<file path="src/rtl/demux_pkt_sched.sv">
// Packet-aware 1-to-2 demux scheduler: picks a channel per packet,
// steers beats through one holding register and counts packets per channel.
//
// Ports:
//   clk, rst_n           clock, async active-low reset
//   cfg_en/mode/ch       scheduler enable, 0=round-robin 1=fixed, fixed channel
//   in_valid/data/last   upstream beat stream, in_ready back-pressure
//   outN_valid/data/last downstream channel N beat (zeroed when not valid)
//   outN_ready           downstream ready for channel N
//   pkt_cnt0/1           packets completed per channel (wrapping)
//   busy                 mid-packet or holding register occupied
module demux_pkt_sched #(
   parameter int WIDTH = 4,
   parameter int CNT_W = 8
) (
   input  logic             clk,
   input  logic             rst_n,
   input  logic             cfg_en,
   input  logic             cfg_mode,
   input  logic             cfg_ch,
   input  logic             in_valid,
   input  logic [WIDTH-1:0] in_data,
   input  logic             in_last,
   output logic             in_ready,
   output logic             out0_valid,
   output logic [WIDTH-1:0] out0_data,
   output logic             out0_last,
   input  logic             out0_ready,
   output logic             out1_valid,
   output logic [WIDTH-1:0] out1_data,
   output logic             out1_last,
   input  logic             out1_ready,
   output logic [CNT_W-1:0] pkt_cnt0,
   output logic [CNT_W-1:0] pkt_cnt1,
   output logic             busy
);

   typedef enum logic {IDLE, PKT} state_t;

   state_t           state_q, state_d;
   logic             pkt_ch_q, pkt_ch_d;
   logic             rr_q, rr_d;
   logic             hold_valid_q, hold_valid_d;
   logic [WIDTH-1:0] hold_data_q, hold_data_d;
   logic             hold_last_q, hold_last_d;
   logic             hold_ch_q, hold_ch_d;
   logic [CNT_W-1:0] cnt0_q, cnt0_d;
   logic [CNT_W-1:0] cnt1_q, cnt1_d;

   logic drain;
   logic accept;
   logic ch_sel;

   assign drain  = hold_valid_q & (hold_ch_q ? out1_ready : out0_ready);
   assign accept = in_valid & in_ready;

   // Channel decision is only taken at a packet start; mid-packet beats
   // reuse the latched channel so config changes cannot split a packet.
   assign ch_sel = (state_q == IDLE) ? (cfg_mode ? cfg_ch : rr_q)
                                     : pkt_ch_q;

   always_ff @(posedge clk or negedge rst_n) begin
      if (!rst_n) begin
         state_q      <= IDLE;
         pkt_ch_q     <= 1'b0;
         rr_q         <= 1'b0;
         hold_valid_q <= 1'b0;
         hold_data_q  <= '0;
         hold_last_q  <= 1'b0;
         hold_ch_q    <= 1'b0;
         cnt0_q       <= '0;
         cnt1_q       <= '0;
      end else begin
         state_q      <= state_d;
         pkt_ch_q     <= pkt_ch_d;
         rr_q         <= rr_d;
         hold_valid_q <= hold_valid_d;
         hold_data_q  <= hold_data_d;
         hold_last_q  <= hold_last_d;
         hold_ch_q    <= hold_ch_d;
         cnt0_q       <= cnt0_d;
         cnt1_q       <= cnt1_d;
      end
   end

   always_comb begin
      state_d  = state_q;
      pkt_ch_d = pkt_ch_q;
      rr_d     = rr_q;
      unique case (state_q)
         IDLE: begin
            if (accept) begin
               pkt_ch_d = ch_sel;
               if (!cfg_mode) rr_d = ~rr_q;
               if (!in_last) state_d = PKT;
            end
         end
         PKT: begin
            if (accept && in_last) state_d = IDLE;
         end
      endcase
   end

   // in_ready is forced low while reset is asserted, independent of cfg_en.
   always_comb begin
      in_ready = 1'b0;
      if (rst_n) begin
         unique case (state_q)
            IDLE: in_ready = cfg_en & (~hold_valid_q | drain);
            PKT:  in_ready = ~hold_valid_q | drain;
         endcase
      end
   end

   // A new beat may load in the same cycle the old one drains, so a
   // channel switch at a packet boundary costs no bubble.
   always_comb begin
      hold_valid_d = hold_valid_q;
      hold_data_d  = hold_data_q;
      hold_last_d  = hold_last_q;
      hold_ch_d    = hold_ch_q;
      if (accept) begin
         hold_valid_d = 1'b1;
         hold_data_d  = in_data;
         hold_last_d  = in_last;
         hold_ch_d    = ch_sel;
      end else if (drain) begin
         hold_valid_d = 1'b0;
      end
   end

   always_comb begin
      cnt0_d = cnt0_q;
      cnt1_d = cnt1_q;
      if (drain && hold_last_q) begin
         if (hold_ch_q) cnt1_d = cnt1_q + 1'b1;
         else           cnt0_d = cnt0_q + 1'b1;
      end
   end

   assign out0_valid = hold_valid_q & ~hold_ch_q;
   assign out1_valid = hold_valid_q &  hold_ch_q;
   assign out0_data  = out0_valid ? hold_data_q : '0;
   assign out1_data  = out1_valid ? hold_data_q : '0;
   assign out0_last  = out0_valid & hold_last_q;
   assign out1_last  = out1_valid & hold_last_q;

   assign pkt_cnt0 = cnt0_q;
   assign pkt_cnt1 = cnt1_q;
   assign busy     = (state_q == PKT) | hold_valid_q;

endmodule

</file>
<file path="config.mk">
export PLATFORM = sky130hd
export DESIGN_NAME = demux_pkt_sched
export DESIGN_NICKNAME = d
export VERILOG_FILES = /design/src/rtl/demux_pkt_sched.sv
export SDC_FILE = /design/constraint.sdc
export NUM_CORES = 1
export LEC_CHECK = 0
export CORE_AREA = 5 5 46 77
export DETAILED_ROUTE_END_ITERATION = 8
export DIE_AREA = 0 0 51 82
export GPL_TIMING_DRIVEN = 0
export PLACE_DENSITY_LB_ADDON = 0.1
export SYNTH_ARGS = -nofsm -noshare
export SYNTH_HDL_FRONTEND = slang
export SYNTH_SLANG_ARGS = --single-unit
</file>
<file path="constraint.sdc">
create_clock -name clk -period 3.72 [get_ports clk]
set_clock_uncertainty 0.2 [all_clocks]
set_input_delay 0.372 -clock clk [delete_from_list [all_inputs] [get_ports clk]]
set_output_delay 0.372 -clock clk [all_outputs]
set_load 0.02 [all_outputs]
</file>
# ---- Word level (Yosys, flattened, before mapping)
# Cells that the tools add are included.
dict set report totals {
  ff_bits 26
  in_bits 13
  out_inout_bits 30
  word_cells 45
}
dict set report classes {
  add_sub_neg 2
  n_mux 13
  n_bitwise 14
  n_reduce_logical 7
}
# cell n
set ops {}
lappend ops {{$add A8 B1 Y8 const B} 2}
lappend ops {{$mux W1} 9}
lappend ops {{$mux W4} 2}
lappend ops {{$and A1 B1 Y1} 7}
lappend ops {{$reduce_and A2 Y1} 3}
lappend ops {{$not A1 Y1} 5}
lappend ops {{$pmux W1 S2} 2}
lappend ops {{$reduce_and A3 Y1} 1}
lappend ops {{$logic_and A1 B1 Y1} 2}
lappend ops {{$or A1 B1 Y1} 2}
lappend ops {{$reduce_bool A2 Y1} 1}

# ---- Longest topological paths before layout
# Gate-level depths: netlist of run 1.
dict set report depth {
  word_depth 10
  ltp_mapped 5
  depth_no_buf 4
}

# ---- Worst setup path before layout of run 1
# OpenSTA, ideal clock, no wires.
dict set report synth_timing {
  path_kind {flip-flop to output port}
  startpoint {reg hold_valid_q}
  endpoint {out out0_data[0]}
  t_arrival_ps 1502
  required_time_ps 3148
  path_slack_ps 1646
  path_stages_with_launch 5
  n_path_buf 2
  path_cell_list {dfrtp_1 > buf_2 > clkbuf_1 > nor2b_1 > and2_1}
}
dict set report synth_between {
  elab_chain_len 2
}
# element line_no
set synth_rtl {}
lappend synth_rtl {{start: declaration} 43} ;# logic hold_valid_q, hold_valid_d;
lappend synth_rtl {{start signal: assignment} 77} ;# hold_valid_q <= hold_valid_d;
lappend synth_rtl {{$and A1 B1 Y1} 141} ;# assign out0_valid = hold_valid_q & ~hold_ch_q;
lappend synth_rtl {{named net out0_valid} 25} ;# output logic out0_valid,
lappend synth_rtl {{$mux W4} 143} ;# assign out0_data = out0_valid ? hold_data_q : '0;
lappend synth_rtl {{end: declaration} 26} ;# output logic [WIDTH-1:0] out0_data,
# The timed path passes the listed nets, and every way through them passes these cells.

# ---- Final worst setup path of run 1
dict set report layout_timing {
  startpoint {in rst_n}
  endpoint {out in_ready}
}
dict set report layout_between {
  elab_chain_len 1
}
# element line_no
set layout_rtl {}
lappend layout_rtl {{start: declaration} 17} ;# input logic rst_n,
lappend layout_rtl {{$mux W1} 107} ;# if (rst_n) begin
lappend layout_rtl {{end: declaration} 24} ;# output logic in_ready,
# No other way between the ends.

==> key figures, run 1 <==
Synth
  • Synth area leaders: dfrtp_1, xnor2_1, mux2_2, nand2_1, xor2_1
  • FF+latch count, synth: 26
  • Post-synthesis mux area share: 0.0951
  • Main combinational cell family by area after synthesis: simple AND/OR/NAND/NOR gates
  • Share of the synthesized area in the top cell type: 0.505
  • Syn Nets: 127
  • Xor/xnor cell area share of the yosys netlist: 0.102
  • Synth Area in Simple Gates: 0.206
  • Yosys top cell by area: dfrtp_1
  • Sequential area share after synthesis: 0.505
  • Syn Area/Cell: 11.5 um2
  • Post-synth cell types: 31
  • Cells after Synth: 112
  • Syn Std Cell Area: 1290 um2
  • Compound-Gate Fraction of Synth Area: 0.0476
  • YS warnings: 0
  • Adder-cell area share of the yosys netlist: 0.0194

Power and ir drop
  • PwrDens: 588 nW/um2
  • Clock power share: 0.169
  • Sw Ratio: 0.364
  • Tot Pwr: 1.06 mW
  • Flop pwr share: 0.417
  • P_sw: 386 uW
  • Worst VDD drop: 0.456 mV
  • Gate power share: 0.414
  • Static leakage: 0.785 nW
  • Internal power: 674 uW

Global route
  • Initial antenna violation count: 0
  • Total grt overflow: 0
  • Vias in the first global route: 1061
  • First-pass GRT wire length: 4.59 mm
  • GRT Util Overall: 0.141
  • Largest net degree at the start of global routing: 29

Detailed routing
  • Drt first pass iters: 3
  • Routed vias: 985
  • Post-route antenna net violation count: 0
  • Wirelength, routed: 2.57 mm
  • Routed vias/inst: 5.27
  • Final routed DRC violation total: 0
  • DRT iter0 DRCs: 13
  • Avg WL per Cell: 13.7 um

Final layout
  • Area of the multi-input gates: 606 um2
  • Most frequent cells in the layout: clkdlybuf4s50_1, dfrtp_1, nand2_1
  • Inserted Diodes: 0
  • Reg area: 651 um2
  • # fillers: 255
  • Most common cell after layout, fill and taps aside: clkdlybuf4s50_1
  • Area grow syn2layout: 40.0%
  • Share of layout cells above drive strength 1: 0.132
  • Fin nets: 175

Placement
  • IO Port Bufs: 42
  • DP HPWL: 1.98 mm
  • GP Congestion: 0.767

Clocking
  • Root Buffer: clkbuf_8
  • Clock sinks: 26
  • CTS Buf Count: 3
  • CTS tree: done
  • Clock buffer depth: 2
  • PostCTS Resize Cnt: 0
  • Clock Pin Slew Worst Setup and Hold Paths: 0.09 ns
  • Htree depth: 1
  • Worst skew pair latency: 0.26 ns

STA
  • Pins over their slew limit: 0
  • Post-route minimum period: 2.91 ns
  • RSZ-0062 raised after global routing: no
  • Fmax: 0.343 GHz
  • Final setup vio count: 0
  • Total negative setup slack: 0 ns
  • Slew @ Worst Pin: 0.606 ns
  • Final hold viol count: 0
  • Final Cycle Share: 0.783
  • Worst slew margin: 0.596

Setup path
  • Req. time, crit path: 3.15 ns
  • Reg-to-Reg Start: hold_ch_q
  • Crit path capture type: primary output
  • Worst-path fanout max: 28
  • Register-to-Register Path Depth: 3
  • R2R setup slack: 2.06 ns
  • R2R Path End: hold_data_q[0]
  • Type of origin of the critical path: primary input
  • CP arrival: 2.34 ns
  • Setup Crit Path Kind: in -> out

Flow run
  • Max cap viols: 0

Floorplan
  • Vert. Die Dim: 82 um
  • Die area: 4180 um2
  • Std cell rows: 26
  • Num ports: 43
  • Core area: 2900 um2
  • Starting Density: 0.445
  • Die width: 51 um

Outcome
  • Status: finished clean

Worst hold path
  • Worst Min Path Start: pkt_cnt0[7]
  • Hold depth: 1
  • Worst min path class: reg -> reg
  • Hold Path Sink: pkt_cnt0[7]
[worst max-delay path, cell delays in order]
cell             delay (ns)
dlygate4sd3_1          0.52
buf_2                  0.50
o21ai_0                0.18
a21oi_1                0.15
clkdlybuf4s50_1        0.62
[metrics by stage]
step	cells	util	setup WS, ns	cell area (um2)	hold slack (ns)
final	187	0.623	0.806	1800	0.265
after CTS	186	0.621	0.346	1800	0.274
after detailed placement	182	0.602	0.363	1740	0.259
after global placement	182	0.602	0.379	1740	0.255
after global routing	187	0.623	0.566	1800	0.294
after floorplan	112	-	1.65	1290	-0.124
[power groups by stage]
| stage | Clock, mW | Sequential [mW] | Combinational [mW] |
|---|---|---|---|
| 6_report | 0.180 | 0.442 | 0.439 |
| 5_1_grt | 0.200 | 0.460 | 0.482 |
| 4_1_cts | 0.186 | 0.444 | 0.448 |
| 3_5_place_dp | 0 | 0.450 | 0.444 |
| 3_3_place_gp | 0 | 0.445 | 0.444 |
| 2_1_floorplan | 0 | 0.467 | 0.227 |
[kinds of logic after synthesis]
kind of cell / after synthesis
AOI/OAI and AO/OA: 6
DFF: 26
and+or+nand+nor: 44
xor gates and xnor gates: 15
buffers and inverters: 8
adders and majority gates: 2
muxes: 11
[flip-flops by register name, summed over array words and instances, names as in the netlist, named ones only]
signal and count:
rr_q 1, hold_last_q 1, pkt_ch_q 1, hold_ch_q 1, hold_valid_q 1, pkt_cnt0 8
pkt_cnt1 8, hold_data_q 4
[worst max-delay path by stage]
stage	startpoint	to	slack, ns	cells after the start
floorplan	hold_valid_q	out0_data[0]	1.65	4
global placement	rst_n	in_ready	0.38	4
detailed placement	rst_n	in_ready	0.36	4
CTS	rst_n	in_ready	0.35	4
global route	rst_n	in_ready	0.57	5
finish	rst_n	in_ready	0.81	5
[cells in the mapped netlist]
library cell,n
a2111oi_2,1
a211oi_1,1
a21oi_1,1
a21oi_4,1
and2_1,6
and3_1,6
and4_1,1
and4b_1,1
buf_2,2
clkbuf_1,2
dfrtp_1,26
ha_1,2
inv_1,4
mux2_2,7
mux2i_1,3
mux2i_2,1
nand2_1,13
nand3_1,2
nand4_1,6
nand4_4,1
nand4b_1,1
nor2_1,1
nor2b_1,1
nor3_1,2
nor4_1,1
nor4_2,1
o211ai_2,1
o21ai_0,1
or2_2,1
xnor2_1,10
xor2_1,5
[what timing repair did]
item	in CTS	in global routing
endpoints found under the hold margin	0	26
setup buffers	0	0
hold buffers	0	1
[metal layers]
| layer | vias up | wire length [um] | track usage |
|---|---|---|---|
| met5 | - | 0 | 0 |
| met4 | 0 | 25 | 0.0647 |
| met3 | 2 | 133 | 0.0200 |
| met2 | 26 | 1320 | 0.243 |
| met1 | 474 | 1090 | 0.172 |
| li1 | 483 | - | - |
[final cells by class]
class,count,area share
buffer,4,0.00971
clock buffer,4,0.0305
inverter,4,0.00832
multi-input combinational,78,0.336
sequential,26,0.361
tap,28,0.0194
timing repair buffer,43,0.236
Note: power is estimated with default switching activity, not from simulation.
==> run 2, diff against run 1 <==
CORE_AREA = 5 5 47 79   (was 5 5 46 77)
DIE_AREA = 0 0 52 84   (was 0 0 51 82)
clock period = 2.9 ns   (was 3.72 ns; I/O delays follow)
==> key figures, run 2 (synthesis gave the netlist of run 1 again) <==
Placement
  • Placed Cells: 197
  • Placed cell areas: 1760 um2
  • GP Congestion: 0.769
  • DP HPWL: 2.09 mm
  • IO Port Bufs: 42

Clocking
  • Htree depth: 1
  • Root Buffer: clkbuf_8
  • Worst skew pair latency: 0.27 ns
  • Clock sinks: 26
  • CTS tree: done
  • CTS Buf Count: 3
  • Clock Pin Slew Worst Setup and Hold Paths: 0.09 ns
  • Clock buffer depth: 2
  • Postcts setup bufs: 0

STA
  • Pins over their slew limit: 0
  • Final Cycle Share: 0.924
  • Worst slew margin: 0.710
  • Final setup vio count: 0
  • RSZ-0062 raised after global routing: no
  • Fmax: 0.373 GHz
  • Total negative setup slack: 0 ns
  • Post-route minimum period: 2.68 ns
  • Final hold viol count: 0
  • Slew @ Worst Pin: 0.427 ns

Detailed routing
  • Drt first pass iters: 4
  • Routed vias/inst: 4.85
  • Post-route antenna net violation count: 0
  • Wirelength, routed: 2.84 mm
  • Routed vias: 985
  • DRT iter0 DRCs: 14
  • Avg WL per Cell: 14.0 um
  • Final routed DRC violation total: 0

Global route
  • Largest net degree at the start of global routing: 29
  • Vias in the first global route: 1029
  • First-pass GRT wire length: 4.73 mm
  • Initial antenna violation count: 0
  • Total grt overflow: 0
  • GRT Util Overall: 0.140

Final layout
  • Most frequent cells in the layout: clkdlybuf4s50_1, dfrtp_1, nand2_1
  • # fillers: 278
  • Area of the multi-input gates: 608 um2
  • Share of layout cells above drive strength 1: 0.144
  • Fin nets: 176
  • Final instance area: 1850 um2
  • Reg area: 651 um2
  • Non-Filler Instances: 203
  • Inserted Diodes: 0
  • Most common cell after layout, fill and taps aside: clkdlybuf4s50_1
  • Area grow syn2layout: 43.2%

Floorplan
  • Num ports: 43
  • Die width: 52 um
  • Starting Density: 0.419
  • Die area: 4370 um2
  • Vert. Die Dim: 84 um
  • Std cell rows: 27
  • Core area: 3070 um2

Setup path
  • Req. time, crit path: 2.41 ns
  • Critical-path cell list: buf_2, clkbuf_1, nor2b_2, and2_1, clkdlybuf4s50_1
  • Worst-path fanout max: 10
  • CP top delay family: buffers and inverters
  • Slowest stage delay, CP: 0.61 ns
  • CP bufs+invs: 3
  • CP arrival: 2.19 ns
  • Type of origin of the critical path: register
  • Crit path capture type: primary output
  • Setup Crit Path Kind: reg -> out
  • Critical-path top delay cell: clkdlybuf4s50_1

Power and ir drop
  • PwrDens: 747 nW/um2
  • Worst VDD drop: 0.410 mV
  • Static leakage: 0.795 nW

Worst hold path
  • Worst min path class: reg -> reg

Flow run
  • Max cap viols: 0

Outcome
  • Status: finished clean
-- run 2: power breakdown --
group	switching, mW	total (mW)	internal, mW	leakage, nW
logic	0.283	0.572	0.290	0.436
registers	0.114	0.573	0.459	0.330
clock network	0.112	0.234	0.121	0.0288
total	0.509	1.38	0.870	0.795
-- run 2: layer usage --
metal / track usage / wire, um / part of all wire / up-vias
li1: - / - / - / 488
met1: 0.155 / 1170 / 0.41 / 465
met2: 0.250 / 1490 / 0.52 / 28
met3: 0.0268 / 142 / 0.050 / 4
met4: 0.0573 / 38 / 0.013 / 0
met5: 0 / 0 / 0 / -
-- run 2: path summary, 6_finish.rpt --
| path | cells past startpoint | slack, ns | from | end |
|---|---|---|---|---|
| worst max-delay path | 5 | 0.22 | hold_valid_q | out0_last |
| worst min-delay path | 1 | 0.27 | pkt_cnt0[7] | pkt_cnt0[7] |
| worst max register to register | 3 | 1.24 | hold_ch_q | pkt_ch_q |
| worst min register to register | 1 | 0.27 | pkt_cnt0[7] | pkt_cnt0[7] |
| max in group asynchronous | 3 | 1.98 | rst_n | pkt_cnt0[4] |
| min in group asynchronous | 3 | 0.36 | rst_n | pkt_cnt1[3] |
-- run 2: area by class of cell --
| cell class | count | area share |
|---|---|---|
| Sequential cell | 26 | 0.353 |
| Multi-Input combinational cell | 78 | 0.329 |
| Timing Repair Buffer | 44 | 0.241 |
| Clock buffer | 4 | 0.0298 |
| Tap cell | 43 | 0.0292 |
| Buffer | 4 | 0.00949 |
| Inverter | 4 | 0.00814 |
-- run 2: worst reg2reg max path: stages, from the launching register on --
cell and delay (ns):
dfrtp_1 0.42, mux2i_2 0.23, a211oi_1 0.34, mux2_2 0.37
-- run 2: timing repair --
item	in CTS	in global routing
gates resized for setup	2	1
hold endpoints to repair	0	26
hold buffers	0	2
endpoints found under the setup margin	1	5
-- run 2: per-stage QoR --
stage                     setup WS [ns]  hold slack [ns]  power, mW  utilization
final                             0.221            0.269       1.38        0.600
after global routing             0.0786            0.292       1.47        0.600
after floorplan                   0.908           -0.206      0.890            -
after CTS                       0.00245            0.206       1.39        0.591
after detailed placement         -0.321            0.256       1.15        0.573
after global placement           -0.249            0.256       1.14        0.573
==> run 3, diff against run 2 <==
CORE_AREA = 3 3 45 77   (was 5 5 47 79)
DIE_AREA = 0 0 48 80   (was 0 0 52 84)
GPL_ROUTABILITY_DRIVEN = 1   (was default)
==> key figures, run 3 (synthesis gave the netlist of run 1 again) <==
Flow run
  • Max cap viols: 0

Floorplan
  • Vert. Die Dim: 80 um
  • Num ports: 43
  • Die area: 3840 um2
  • Die width: 48 um
  • Core area: 2930 um2
  • Starting Density: 0.440
  • Std cell rows: 26

STA
  • Final Cycle Share: 0.863
  • RSZ-0062 raised after global routing: no
  • Total negative setup slack: 0 ns
  • Post-route minimum period: 2.50 ns
  • Final hold viol count: 0
  • Fmax: 0.400 GHz
  • Final setup vio count: 0
  • Worst slew margin: 0.709
  • Slew @ Worst Pin: 0.429 ns
  • Pins over their slew limit: 0

Final layout
  • Reg area: 651 um2
  • Inserted Diodes: 0
  • Area of the multi-input gates: 606 um2
  • Share of layout cells above drive strength 1: 0.138
  • Utilization after layout: 0.622
  • Most common cell after layout, fill and taps aside: clkdlybuf4s50_1
  • Area grow syn2layout: 41.3%
  • # fillers: 258
  • Most frequent cells in the layout: clkdlybuf4s50_1, dfrtp_1, nand2_1
  • Fin nets: 175

Clocking
  • Worst skew pair latency: 0.26 ns
  • Root Buffer: clkbuf_8
  • Htree depth: 1
  • CTS tree: done
  • Postcts setup bufs: 0
  • Clock buffer depth: 2
  • Clock sinks: 26
  • Clock Pin Slew Worst Setup and Hold Paths: 0.09 ns
  • CTS Buf Count: 3

Global route
  • Vias in the first global route: 988
  • Largest net degree at the start of global routing: 29
  • First-pass GRT wire length: 4.49 mm
  • GRT Util Overall: 0.157
  • Initial antenna violation count: 0
  • Total grt overflow: 0

Detailed routing
  • DRT iter0 DRCs: 7
  • Routed vias/inst: 5.45
  • Avg WL per Cell: 14.7 um
  • Wirelength, routed: 2.74 mm
  • Final routed DRC violation total: 0
  • Routed vias: 1020
  • Drt first pass iters: 6
  • Post-route antenna net violation count: 0

Setup path
  • Type of origin of the critical path: register
  • Worst-path fanout max: 17
  • CP arrival: 2.01 ns
  • Setup Crit Path Kind: reg -> out
  • Slowest stage delay, CP: 0.62 ns
  • Critical-path top delay cell: clkdlybuf4s50_1
  • Register-to-Register Path Depth: 5
  • Crit path capture type: primary output
  • Req. time, crit path: 2.41 ns
  • Critical-path cell list: buf_2, nor2b_1, and2_1, clkdlybuf4s50_1

Placement
  • DP HPWL: 2.03 mm
  • IO Port Bufs: 42
  • GP Congestion: 0.786

Worst hold path
  • Hold depth: 1
  • Worst min path class: reg -> reg

Power and ir drop
  • PwrDens: 753 nW/um2
  • Static leakage: 0.793 nW
  • Tot Pwr: 1.37 mW
  • Worst VDD drop: 0.533 mV

Outcome
  • Status: finished clean
==> run 3: path summary, 6_finish.rpt <==
path                         startpoint            to  slack (ns)
min in group asynchronous         rst_n   pkt_cnt1[4]        0.38
hold reg to reg                    rr_q          rr_q        0.27
setup / recovery           hold_valid_q  out0_data[1]        0.40
max in group asynchronous         rst_n   hold_last_q        1.96
hold / removal                     rr_q          rr_q        0.27
setup reg to reg           hold_valid_q   pkt_cnt0[4]        1.20
==> run 3: power by group <==
part | switching [mW] | internal (mW) | total, mW | leakage [nW]
Combinational | 0.283 | 0.287 | 0.570 | 0.435
Sequential | 0.111 | 0.458 | 0.570 | 0.330
Clock | 0.111 | 0.121 | 0.232 | 0.0288
==> run 3: metrics by stage <==
step | area [um2] | hold slack, ns | cells | setup WS [ns]
3_3_place_gp | 1740 | 0.255 | 182 | -0.250
4_1_cts | 1800 | 0.206 | 186 | 0.0308
3_5_place_dp | 1740 | 0.257 | 182 | -0.274
5_1_grt | 1820 | 0.291 | 187 | 0.249
2_1_floorplan | 1290 | -0.206 | 112 | 0.908
6_report | 1820 | 0.268 | 187 | 0.399
==> run 3: what timing repair did <==
| action | 4_1_cts | 5_1_grt |
|---|---|---|
| hold endpoints to repair | 0 | 26 |
| hold buffers | 0 | 2 |
| setup endpoints to repair | 1 | 6 |
| resized for setup | 2 | 1 |
==> run 3: area by class of cell <==
cell class	count	share of cell area
multi-input cells	78	0.333
flip-flops and latches	26	0.357
repair buffers	44	0.245
plain buffers	3	0.00756
clock buffers	4	0.0302
well taps	28	0.0192
inverters	4	0.00825
==> run 3: worst max-delay path: cells and delay by family, from the launching register on <==
| family | cells | cell delay [ns] |
|---|---|---|
| buf+inv | 2 | 0.92 |
| flops | 1 | 0.32 |
| simple gates | 2 | 0.50 |
==> run 3: routing by layer <==
metal | global-route usage | up-vias | wire (um)
met2 | 0.259 | 28 | 1480
met3 | 0.0293 | 2 | 100
met4 | 0.0458 | 0 | 24
li1 | - | 482 | -
met5 | 0 | - | 0
met1 | 0.198 | 508 | 1140
